## src/rtl/serial_subtractor_if.sv

```systemverilog
// ---------------------------------------------------------------------------
// serial_subtractor_if
// Operand/result handshake bundle for serial_subtractor.
//   Operand channel : in_valid, in_ready, a, b, bin
//   Result channel  : out_valid, out_ready, diff, bout, ovf, zero
// Modports:
//   master - operand producer / result consumer
//   slave  - the subtractor itself
// ---------------------------------------------------------------------------
interface serial_subtractor_if #(
    parameter int unsigned WIDTH = 32
) ();

    logic             in_valid;
    logic             in_ready;
    logic [WIDTH-1:0] a;
    logic [WIDTH-1:0] b;
    logic             bin;

    logic             out_valid;
    logic             out_ready;
    logic [WIDTH-1:0] diff;
    logic             bout;
    logic             ovf;
    logic             zero;

    modport master (
        output in_valid, a, b, bin, out_ready,
        input  in_ready, out_valid, diff, bout, ovf, zero
    );

    modport slave (
        input  in_valid, a, b, bin, out_ready,
        output in_ready, out_valid, diff, bout, ovf, zero
    );

endinterface

```

## src/rtl/serial_subtractor.sv

```systemverilog
// ---------------------------------------------------------------------------
// serial_subtractor
// Digit-serial WIDTH-bit subtractor computing a - b - bin, DIGIT bits per
// cycle with a registered borrow between digits.
// Ports:
//   clk  - clock, rising edge
//   rst  - synchronous active-high reset
//   bus  - serial_subtractor_if.slave: operand handshake (in_valid/in_ready,
//          a, b, bin) and result handshake (out_valid/out_ready, diff, bout,
//          ovf, zero). All outputs come straight from registers.
// Latency: out_valid rises WIDTH/DIGIT cycles after the accept edge.
// ---------------------------------------------------------------------------
module serial_subtractor #(
    parameter int unsigned WIDTH = 32,
    parameter int unsigned DIGIT = 8
) (
    input logic                clk,
    input logic                rst,
    serial_subtractor_if.slave bus
);

    localparam int unsigned NDig    = WIDTH / DIGIT;
    localparam int unsigned CntW    = (NDig > 1) ? $clog2(NDig) : 1;
    localparam int unsigned SliceW  = DIGIT + 1;
    localparam logic [CntW-1:0] LastCnt = CntW'(NDig - 1);

    typedef enum logic [1:0] {
        StIdle,
        StRun,
        StDone
    } state_e;

    state_e            state_q;
    logic [CntW-1:0]   cnt_q;
    logic [WIDTH-1:0]  a_q;
    logic [WIDTH-1:0]  b_q;
    logic              borrow_q;
    logic [WIDTH-1:0]  acc_q;

    // Registered outputs
    logic              in_ready_q;
    logic              out_valid_q;
    logic [WIDTH-1:0]  diff_q;
    logic              bout_q;
    logic              ovf_q;
    logic              zero_q;

    // Digit slice and next-state values
    int unsigned       base;
    logic [DIGIT-1:0]  a_dig;
    logic [DIGIT-1:0]  b_dig;
    logic              not_borrow;
    logic [SliceW-1:0] slice;
    logic              borrow_d;
    logic [WIDTH-1:0]  acc_d;
    logic              ovf_d;
    logic              zero_d;

    always_comb begin
        base       = int'(cnt_q) * DIGIT;
        a_dig      = a_q[base +: DIGIT];
        b_dig      = b_q[base +: DIGIT];
        // Subtract as a + ~b + carry-in, where carry-in is the inverted borrow.
        not_borrow = ~borrow_q;
        slice      = {1'b0, a_dig} + {1'b0, ~b_dig} + SliceW'(not_borrow);
        borrow_d   = ~slice[DIGIT];
        acc_d      = acc_q;
        acc_d[base +: DIGIT] = slice[DIGIT-1:0];
        // Only meaningful on the last digit, when acc_d holds the full result.
        ovf_d      = (a_q[WIDTH-1] != b_q[WIDTH-1]) && (acc_d[WIDTH-1] != a_q[WIDTH-1]);
        zero_d     = (acc_d == '0);
    end

    always_ff @(posedge clk) begin
        if (rst) begin
            state_q     <= StIdle;
            cnt_q       <= '0;
            a_q         <= '0;
            b_q         <= '0;
            borrow_q    <= 1'b0;
            acc_q       <= '0;
            in_ready_q  <= 1'b1;
            out_valid_q <= 1'b0;
            diff_q      <= '0;
            bout_q      <= 1'b0;
            ovf_q       <= 1'b0;
            zero_q      <= 1'b0;
        end else begin
            unique case (state_q)
                StIdle: begin
                    if (bus.in_valid && in_ready_q) begin
                        a_q        <= bus.a;
                        b_q        <= bus.b;
                        borrow_q   <= bus.bin;
                        cnt_q      <= '0;
                        acc_q      <= '0;
                        in_ready_q <= 1'b0;
                        state_q    <= StRun;
                    end
                end
                StRun: begin
                    acc_q    <= acc_d;
                    borrow_q <= borrow_d;
                    cnt_q    <= cnt_q + CntW'(1);
                    if (cnt_q == LastCnt) begin
                        // Result registers only change here, so they hold
                        // steady through DONE and after the handshake.
                        diff_q      <= acc_d;
                        bout_q      <= borrow_d;
                        ovf_q       <= ovf_d;
                        zero_q      <= zero_d;
                        out_valid_q <= 1'b1;
                        state_q     <= StDone;
                    end
                end
                StDone: begin
                    if (bus.out_ready) begin
                        out_valid_q <= 1'b0;
                        in_ready_q  <= 1'b1;
                        state_q     <= StIdle;
                    end
                end
                default: begin
                    state_q     <= StIdle;
                    in_ready_q  <= 1'b1;
                    out_valid_q <= 1'b0;
                end
            endcase
        end
    end

    assign bus.in_ready  = in_ready_q;
    assign bus.out_valid = out_valid_q;
    assign bus.diff      = diff_q;
    assign bus.bout      = bout_q;
    assign bus.ovf       = ovf_q;
    assign bus.zero      = zero_q;

endmodule

```

## src/flat_wrapper.sv

```systemverilog
// flat-port wrapper written by rule: the top's interface ports become plain ports
module serial_subtractor_flat 
#(
    parameter int unsigned WIDTH = 32,
    parameter int unsigned DIGIT = 8
)
  (clk, rst, bus_in_valid, bus_a, bus_b, bus_bin, bus_out_ready, bus_in_ready, bus_out_valid, bus_diff, bus_bout, bus_ovf, bus_zero);
  serial_subtractor_if #(.WIDTH(WIDTH)) bus_i ();
  input logic clk;
  input logic rst;
  input wire logic [$bits(bus_i.in_valid)-1:0] bus_in_valid;
  input wire logic [$bits(bus_i.a)-1:0] bus_a;
  input wire logic [$bits(bus_i.b)-1:0] bus_b;
  input wire logic [$bits(bus_i.bin)-1:0] bus_bin;
  input wire logic [$bits(bus_i.out_ready)-1:0] bus_out_ready;
  output wire logic [$bits(bus_i.in_ready)-1:0] bus_in_ready;
  output wire logic [$bits(bus_i.out_valid)-1:0] bus_out_valid;
  output wire logic [$bits(bus_i.diff)-1:0] bus_diff;
  output wire logic [$bits(bus_i.bout)-1:0] bus_bout;
  output wire logic [$bits(bus_i.ovf)-1:0] bus_ovf;
  output wire logic [$bits(bus_i.zero)-1:0] bus_zero;
  assign bus_i.in_valid = bus_in_valid;
  assign bus_i.a = bus_a;
  assign bus_i.b = bus_b;
  assign bus_i.bin = bus_bin;
  assign bus_i.out_ready = bus_out_ready;
  assign bus_in_ready = bus_i.in_ready;
  assign bus_out_valid = bus_i.out_valid;
  assign bus_diff = bus_i.diff;
  assign bus_bout = bus_i.bout;
  assign bus_ovf = bus_i.ovf;
  assign bus_zero = bus_i.zero;
  serial_subtractor #(.WIDTH(WIDTH), .DIGIT(DIGIT)) u_core (.clk(clk), .rst(rst), .bus(bus_i));
endmodule
```

## config.mk

```make
export PLATFORM = sky130hd
export DESIGN_NAME = serial_subtractor_flat
export DESIGN_NICKNAME = d
export VERILOG_FILES = /design/src/rtl/serial_subtractor_if.sv /design/src/rtl/serial_subtractor.sv /design/src/flat_wrapper.sv
export SDC_FILE = /design/constraint.sdc
export NUM_CORES = 1
export LEC_CHECK = 0
export ABC_AREA = 1
export BUFFER_PORTS_ARGS = -buffer_cell sky130_fd_sc_hd__buf_2
export CAP_MARGIN = 10
export CORE_ASPECT_RATIO = 1.25
export CORE_MARGIN = 4
export CORE_UTILIZATION = 51
export CTS_BUF_LIST = sky130_fd_sc_hd__clkbuf_16
export CTS_CLUSTER_SIZE = 30
export DETAILED_ROUTE_END_ITERATION = 8
export PLACE_DENSITY = 0.76
export SETUP_SLACK_MARGIN = 0.02
export SKIP_CTS_REPAIR_TIMING = 1
export SYNTH_ARGS = -nofsm -noshare
export SYNTH_HDL_FRONTEND = slang
export SYNTH_SLANG_ARGS = --single-unit
export TNS_END_PERCENT = 30
```

## constraint.sdc

```tcl
create_clock -name clk -period 3.55 [get_ports clk]
set_clock_uncertainty 0.15 [all_clocks]
set_input_delay 0.71 -clock clk [delete_from_list [all_inputs] [get_ports clk]]
set_output_delay 0.71 -clock clk [all_outputs]
set_load 0.03 [all_outputs]
```

### After elaboration in Yosys (flattened, before gate mapping)

Cells that the tools add are included.

| word-level totals | value |
|---|---|
| register bits after elaboration | 138 |
| output and inout bits | 37 |
| logic and storage cells | 61 |

| cells by class | value |
|---|---|
| $add $sub $neg | 4 |
| eq/ne operators | 8 |
| shifts and indexed selects | 4 |
| multiplexer cells | 17 |
| bitwise gates (word level) | 5 |
| reduce and logical (&&, ||, !) cells | 11 |

Operators with widths:

| operator | count |
|---|---|
| one-hot mux 32 bit (2 select lines) | 1 |
| variable part select 32 x 6 -> 8 bit | 2 |
| negator 5 -> 34 bit | 1 |
| variable shift 8 x 34 -> 32 bit, first input constant | 1 |
| variable part select 8 x 34 -> 32 bit | 1 |
| bitwise mux 32 bit | 1 |
| zero test 32 bit | 1 |
| two-way mux 32 bit | 1 |
| adder 8 x 8 -> 9 bit | 1 |
| adder 9 x 1 -> 9 bit | 1 |
| AND reduction 3 bit | 3 |
| two-way mux 2 bit | 4 |
| NOT 8 bit | 1 |
| one-hot mux 1 bit (3 select lines) | 2 |
| one-hot mux 2 bit (3 select lines) | 1 |
| AND reduction 2 bit | 3 |
| two-way mux 1 bit | 5 |
| == test 2 bit, second input constant | 2 |
| inequality test 2 x 1 -> 1 bit, second input constant | 2 |
| NOT 1 bit | 4 |
| one-hot mux 2 bit (2 select lines) | 1 |
| adder 2 x 1 -> 2 bit, second input constant | 1 |
| == test 2 x 1 -> 1 bit, second input constant | 1 |
| logical AND 1 bit | 2 |
| 5 further kinds | 6 |

### Depth between registers and ports, before layout

Gate-level depths: netlist (run 1).

| logic depth | value |
|---|---|
| depth in word-level cells | 8 |
| depth in mapped cells | 21 |
| depth with buffers taken out | 18 |

### Least setup slack after synthesis (run 1)

No wires, ideal clock.

| timing | value |
|---|---|
| kind | register -> register |
| from | register u_core.cnt_q[0] |
| to | register u_core.zero_q, in the netlist u_core.bus.zero |
| library setup time | 0.131 ns |
| data arrival time | 3.120 ns |
| required time | 3.269 ns |
| path slack | 0.149 ns |
| cell stages (with the launch flop) | 18 |
| cell sequence | dfxtp_1 buf_4 buf_2 buf_1 nand2_1 a32o_1 fa_1 fa_1 nand2_1 nand3_2 nand3_1 nand4_1 o21ai_0 nor2_1 nand3_1 nor2_1 nand3_1 a21oi_2 |

| between the ends | value |
|---|---|
| cells in the longest elaborated chain, start to end | 7 |
| elaborated cells on any way between the ends | 12 |

Ends and longest elaborated chain:

| what | RTL line | RTL |
|---|---|---|
| start, declared | serial_subtractor.sv:34 | `logic [CntW-1:0] cnt_q;` |
| start signal, assigned | serial_subtractor.sv:104 | `cnt_q <= cnt_q + CntW'(1);` |
| variable part select 32 x 6 -> 8 bit | serial_subtractor.sv:62 | `b_dig = b_q[base +: DIGIT];` |
| NOT 8 bit | serial_subtractor.sv:65 | `slice = {1'b0, a_dig} + {1'b0, ~b_dig} + SliceW'(not_borrow);` |
| adder 8 x 8 -> 9 bit | serial_subtractor.sv:65 |  |
| adder 9 x 1 -> 9 bit | serial_subtractor.sv:65 |  |
| variable part select 8 x 34 -> 32 bit | serial_subtractor.sv:68 | `acc_d[base +: DIGIT] = slice[DIGIT-1:0];` |
| bitwise mux 32 bit | serial_subtractor.sv:68 |  |
| zero test 32 bit | serial_subtractor.sv:71 | `zero_d = (acc_d == '0);` |
| end signal, assigned | serial_subtractor.sv:111 | `zero_q <= zero_d;` |
| end, declared | serial_subtractor.sv:46 | `logic zero_q;` |

Parallel ways exist; a longest one is shown, timed or not.
A chain may end at the register's enable or synchronous reset.

### Worst setup path in the final report (run 1)

Same ends and word-level chain as after synthesis.

==> results of run 1 <==
flip-flops by register name (all words and copies together), names as in the netlist:
signal and cells:
u_core.bus.in_ready 1, u_core.bus.out_valid 1, u_core.b_q 32, u_core.borrow_q 1, u_core.acc_q 32, u_core.cnt_q 2
u_core.a_q 32, u_core.state_q 2, u_core.bus.zero 1, u_core.bus.diff 32, u_core.bus.bout 1, u_core.bus.ovf 1
power breakdown:
| part | total (mW) | switching [mW] | internal (mW) | leakage (nW) |
|---|---|---|---|---|
| sequential | 1.69 | 0.0527 | 1.64 | 1.13 |
| combinational | 0.906 | 0.610 | 0.296 | 2.18 |
| clock | 1.82 | 0.654 | 1.16 | 0.297 |
worst max-delay path, delay by kind of cell, from the launching register on:
| kind | cells | cell delay, ns |
|---|---|---|
| buffers and inverters | 2 | 0.29 |
| adder cells (fa/ha/maj) | 2 | 0.89 |
| flip-flops | 1 | 0.36 |
| AO/OA/AOI/OAI | 2 | 0.38 |
| AND/OR/NAND/NOR | 12 | 1.08 |
through the flow:
step / hold WS, ns / utilization, %
floorplan: 0.2901 / -
global placement: 0.3011 / 58.19
detailed placement: 0.3035 / 58.19
CTS: 0.3108 / 63.15
global route: 0.3385 / 63.15
finish: 0.3125 / 63.15
per-layer routing:
layer	up-vias	global-route usage [%]	part of all wire (%)
met2	220	42.46	49
met3	60	5.574	5.7
met4	0	14.25	4.9
li1	3171	-	-
met5	-	0	0
met1	2860	28.97	40
worst paths after layout:
path / from / endpoint / slack, ns / depth (start not counted)
setup reg to reg: u_core.cnt_q[0]$_SDFFE_PP0P_ / u_core.bus.zero$_SDFFE_PP0P_ / 0.30 / 18
setup / recovery: u_core.cnt_q[0]$_SDFFE_PP0P_ / u_core.bus.zero$_SDFFE_PP0P_ / 0.30 / 18
hold / removal: u_core.acc_q[8]$_SDFFE_PP0P_ / u_core.acc_q[8]$_SDFFE_PP0P_ / 0.31 / 2
hold reg to reg: u_core.acc_q[8]$_SDFFE_PP0P_ / u_core.acc_q[8]$_SDFFE_PP0P_ / 0.31 / 2
layout by cell type (no fill, tap or decap), drive strengths merged, types with 3 or more instances in the layout:
| cell type | instances |
|---|---|
| ha | 13 |
| buf | 129 |
| nor2 | 191 |
| o21bai | 11 |
| bufinv | 4 |
| o21ai | 117 |
| nand4 | 9 |
| o22ai | 8 |
| nand2 | 179 |
| clkinv | 5 |
| o211ai | 16 |
| nand3 | 29 |
| a2bb2oi | 3 |
| nor3 | 3 |
| dfxtp | 138 |
| inv | 84 |
| a21oi | 48 |
| clkbuf | 17 |
| a32o | 7 |
| o21a | 6 |
cell families after synthesis:
| family | synth area share [%] |
|---|---|
| buffers and inverters | 8.280 |
| adders and majority gates | 3.164 |
| AOI/OAI and AO/OA | 19.74 |
| DFF | 43.12 |
| and+or+nand+nor | 25.70 |
layout make-up:
cell class	count	area, um^2
clock buffers	17	425.4
clock inverters	14	181.4
fillers	1150	4502
inverters	81	304.0
multi-input cells	647	3119
flip-flops and latches	138	2763
well taps	164	205.2
repair buffers	129	718.2
==> results.md, run 1 <==
* Sink Count at 138
* Post-DP Area at 7109 um^2
* Port buffer count at between 100 and 150
* Critical path type: reg -> reg
* EDFF count, synth at 0
* Pin count of the biggest net entering global routing at 68
* Critical Path Fanout Max at 16
* Clock Pin Slew Worst Setup and Hold Paths at ~0.06 ns
* Synth area leaders: dfxtp_1 (43%), nor2_1 (11%), nand2_1 (10%)
* Final Critical Period at between 3 and 4 ns
* Peak supply drop at roughly 0.3 mV
* Slowest cell on crit path: fa_1
* Synthesized area per cell at 6.965 um^2
* CTS H-tree depth at 4
* Initial antenna violation count at 0
* First-pass GRT wire length at about 29 mm
* CTS tree: done
* Final cell count without fillers at approximately 1200
* Clock Tree Buf Depth at 2
* Final Hold Vio Count at 0
* Power Dens Cells at 572.3 nW/um^2
* Setup WS pre-CTS at 0.3648 ns
* CP max stage delay at 0.49 ns
* Most frequent CP cell: nand2_1
* DR DRC count at 0
* Syn nets at around 1000
* Normalized max-slew margin at ~54%
* Final ANT Viol Nets at 0
* Drt initial violations at about 460
* Share of cells above drive strength 1 at between 10% and 20%
* Die X at between 100 and 150 um
* Placed insts at approximately 1200
* Synth cell count leaders: nor2_1 (188), nand2_1 (178), dfxtp_1 (138)
* Vias in the first global route at between 5000 and 6000
* Post-synthesis sequential area ratio at between 40% and 50%
* Drt pass-1 iters at 5
* Max Fclk at about 310 MHz
* RSZ-0062 raised after global routing: no
* Synth area leader: dfxtp_1
* Setup crit end kind: flip-flop
* Leak at about 3.6 nW
* Core Region at roughly 12000 um^2
* Placed wire-length estimate at 12.45 mm
* Cell area after synthesis at 6407 um^2
* Setup TNS at 0 ns
* Worst Path Arrival at ~3.5 ns
* Nets@finish at 1098
* Worst setup margin at 0.3013 ns
* Yosys cell types at 37
* Design area at around 7700 um^2
* Most common cell in the netlist: nor2_1
* Layout area overhead at 20.43%
* Clock Latency Late Sink at around 0.42 ns
* Worst Tran Pin Value at between 0.6 and 0.7 ns
* Pins over their slew limit at 0
* Post-synth top area share at 43.12%
* Starting Density at ~52%
* Ys Warns at 0
* Num rows at 45
* Req. time, crit path at approximately 3.8 ns
* Final setup viols at 0
* I/O Pins at roughly 110
* Drt wl/cell at approximately 14 um
* Routed WL at approximately 17 mm
* Worst Hold Class: reg -> reg
* Antenna Cells at 0
* Root Driver: clkbuf_16
* Status: finished clean
* Full die area at about 14000 um^2
* Main flop type after synthesis: dfxtp_1
* CTS Buf Count at 17
* Tot GR Track Use at approximately 25%
* Vias post-DR at roughly 6300
* Vias per cell at approximately 5.3
* FFs w/ async S/R, synth at 0%
* Die height at 133.3 um
* Post-synthesis cell count at 920
* Max Cap Viol at 0
* Final GP Congestion at slightly above 0.9
* CP Launch Type: flip-flop
* Critical path, cell by cell: buf_4 -> nand2_1 -> a32o_1 -> fa_1 -> fa_1 -> inv_1 -> nand2_1 -> nand2_1 -> nor2_1 -> nand2_1 -> nand2_1 -> nor3_1 -> nand3_1 -> nor2_1 -> nand2_1 -> nor2_1 -> nand3_1 -> a21oi_2
* Crit share post-route at 91.51%
* Overall Power at 4.416 mW
* Grt total ovfl at 0
* Synthesized flop and latch total at around 140
No activity file was read; power rests on OpenSTA's default activity.
==> run 2, diff against run 1 <==
--- a/config.mk
+++ b/config.mk
@@ -10,11 +10,11 @@
 export CAP_MARGIN = 10
 export CORE_ASPECT_RATIO = 1.25
 export CORE_MARGIN = 4
-export CORE_UTILIZATION = 51
+export CORE_UTILIZATION = 35
 export CTS_BUF_LIST = sky130_fd_sc_hd__clkbuf_16
 export CTS_CLUSTER_SIZE = 30
 export DETAILED_ROUTE_END_ITERATION = 8
-export PLACE_DENSITY = 0.76
+export PLACE_DENSITY = 0.56
 export SETUP_SLACK_MARGIN = 0.02
 export SKIP_CTS_REPAIR_TIMING = 1
 export SYNTH_ARGS = -nofsm -noshare
==> run 2 against run 1 <==
Compared with the run above: non-clock buffer count increased by 1; highest routed layer unchanged; die area increased by 42%; maximum frequency decreased by 0.59%; via count decreased by 3.9%; register-to-register slack got worse by 0.02 ns; worst hold slack about the same; flip-flop and latch count unchanged; critical endpoint unchanged; final area increased by 0.52%; final cell count increased by 5.5%.
==> results.md, run 2 (synthesized netlist as in run 1, its figures left out) <==
* Req. time, crit path at around 3.7 ns
* Starting Density at approximately 36%
* Clock Latency Late Sink at ~0.42 ns
* Sequential Area at approximately 2800 um^2
* Final GP Congestion at approximately 0.89
* Max Fclk at 306.0 MHz
* Met3 usage at under 10%
* Worst Hold Class: reg -> reg
* GRT met1 Usage at a little under a quarter
* Sink Count at about 140
* Worst R2R Setup Slack at approximately 0.28 ns
* Placed wire-length estimate at between 10 and 15 mm
* Max Cap Viol at 0
* Clock Tree Buf Depth at 2
* I/O Pins at between 100 and 150
* Commonest non-fill, non-tap cell in the layout: nor2_1
* Leak at about 3.6 nW
* Port buffer count at approximately 110
* Comb pwr share at between 20% and 30%
* Met2 usage at 30.90%
* Crit share post-route at 92.05%
* Int Power at slightly below 3 mW
* CP Launch Type: flip-flop
* Grt total ovfl at 0
* Clk pwr share at 39.1%
* Num rows at 55
* Die height at between 150 and 200 um
* Area of the multi-input gates at 3119 um^2
* Share of total power in sequential cells at 39.5%
* Tot GR Track Use at a little under a fifth
* Crit path from: u_core.cnt_q[0]$_SDFFE_PP0P_
* Status: finished clean
* Drt wl/cell at approximately 15 um
* Drt pass-1 iters at 4
* Vias per cell at about 4.8
* Nets@finish at 1099
* Sw Pwr at approximately 1.3 mW
* Final cell count without fillers at 1255
* Reg2reg start: u_core.cnt_q[0]$_SDFFE_PP0P_
* Critical path type: reg -> reg
* Normalized max-slew margin at 49.63%
* Core Region at approximately 18000 um^2
* Hold_sp: u_core.acc_q[24]$_SDFFE_PP0P_
* Commonest cells after routing, fill and taps aside: nor2_1 (188), nand2_1 (178), dfxtp_1 (138)
* Vias in the first global route at approximately 5900
* Layout area overhead at 21.05%
* CTS Buf Count at 17
* RSZ-0062 raised after global routing: no
* Pin count of the biggest net entering global routing at 100
* Full die area at ~20000 um^2
* Hold depth at 2
* R2R Path End: u_core.bus.zero$_SDFFE_PP0P_
* Root Driver: clkbuf_16
* Die X at roughly 130 um
* Setup crit end kind: flip-flop
* Antenna Cells at 0
* Placed insts at approximately 1200
* Worst Path Arrival at about 3.4 ns
* Fill cells at roughly 2000
* Pins over their slew limit at 0
* Initial antenna violation count at 0
* Hold endpoint: u_core.acc_q[24]$_SDFFE_PP0P_
* Final Critical Period at around 3.3 ns
* Critical Path Fanout Max at 12
* CTS tree: done
* Routed WL at between 15 and 20 mm
* Clock Pin Slew Worst Setup and Hold Paths at 0.06 ns
* Final Hold Vio Count at 0
* DR DRC count at 0
* Busiest layer in global routing: met2
* Final ANT Viol Nets at 0
* Peak supply drop at between 0.3 and 0.4 mV
* Share of cells above drive strength 1 at roughly 17%
* Drt initial violations at around 380
* Vias post-DR at a little over 6000
* Power Dens Cells at roughly 550 nW/um^2
* Final setup viols at 0
* Setup TNS at 0 ns
* Worst Tran Pin Value at about 0.75 ns
* CTS H-tree depth at 4
* Net Sw Frac at a little under a third
* First-pass GRT wire length at 29.59 mm
* FF-to-FF path depth at 15
run 2: cell types whose count changed in the layout (fill, tap and decap cells not counted):
cell / change
buf_4: +1
bufinv_16: -2
clkinv_1: +1
clkinv_2: +1
clkinv_4: +1
clkinvlp_4: +1
inv_1: -1
inv_6: -1
run 2: power groups by stage:
stage | Clock [mW] | Sequential [mW] | Combinational, mW
after global placement | 0 | 1.73 | 0.910
after global routing | 1.78 | 1.71 | 1.04
after CTS | 1.71 | 1.70 | 0.917
after floorplan | 0 | 1.71 | 0.644
after detailed placement | 0 | 1.73 | 0.915
final | 1.68 | 1.70 | 0.915
run 2: routing by layer:
metal / share of wire [%] / vias to the layer above
met3: 4.3 / 24
met4: 1.8 / 0
met1: 44 / 2736
li1: - / 3173
met2: 50 / 135
met5: 0 / -
run 2: metrics by stage:
| step | instance area, um^2 | utilization, % | power [mW] | hold WS, ns | setup WS [ns] |
|---|---|---|---|---|---|
| after CTS | 7756 | 43.02 | 4.324 | 0.3118 | 0.3155 |
| final | 7756 | 43.02 | 4.290 | 0.3123 | 0.2821 |
| after global routing | 7756 | 43.02 | 4.531 | 0.3347 | 0.04332 |
| after floorplan | 6407 | - | 2.358 | 0.2901 | 0.1494 |
| after global placement | 7197 | 39.92 | 2.637 | 0.3000 | 0.4193 |
| after detailed placement | 7197 | 39.92 | 2.644 | 0.3026 | 0.3421 |
run 2: cell type report:
class                           instances  area share (%)
Tap cell                              228           3.678
Clock inverter                         14           1.726
Clock buffer                           17           5.485
Sequential cell                       138           35.62
Inverter                               81           3.920
Multi-Input combinational cell        647           40.22
Timing Repair Buffer                  130           9.356
run 2: worst max-delay path by stage:
stage / endpoint / slack, ns
finish: u_core.bus.zero$_SDFFE_PP0P_ / 0.28
global route: u_core.bus.zero$_SDFFE_PP0P_ / 0.04
CTS: u_core.bus.zero$_SDFFE_PP0P_ / 0.32
detailed placement: u_core.bus.zero$_SDFFE_PP0P_ / 0.34
global placement: u_core.bus.zero$_SDFFE_PP0P_ / 0.42
floorplan: u_core.bus.zero$_SDFFE_PP0P_ / 0.15
run 2: worst max-delay path, cell delays in order, from the launching register on:
cell,delay [ns]
dfxtp_1,0.35
inv_2,0.18
nand2_1,0.08
a32o_1,0.24
fa_1,0.50
fa_1,0.40
nand2_1,0.13
nand3_2,0.10
nand3_1,0.13
nand4_1,0.15
o21ai_0,0.37
nor2_1,0.09
nand3_1,0.10
nor2_1,0.05
nand3_1,0.07
a21oi_2,0.05
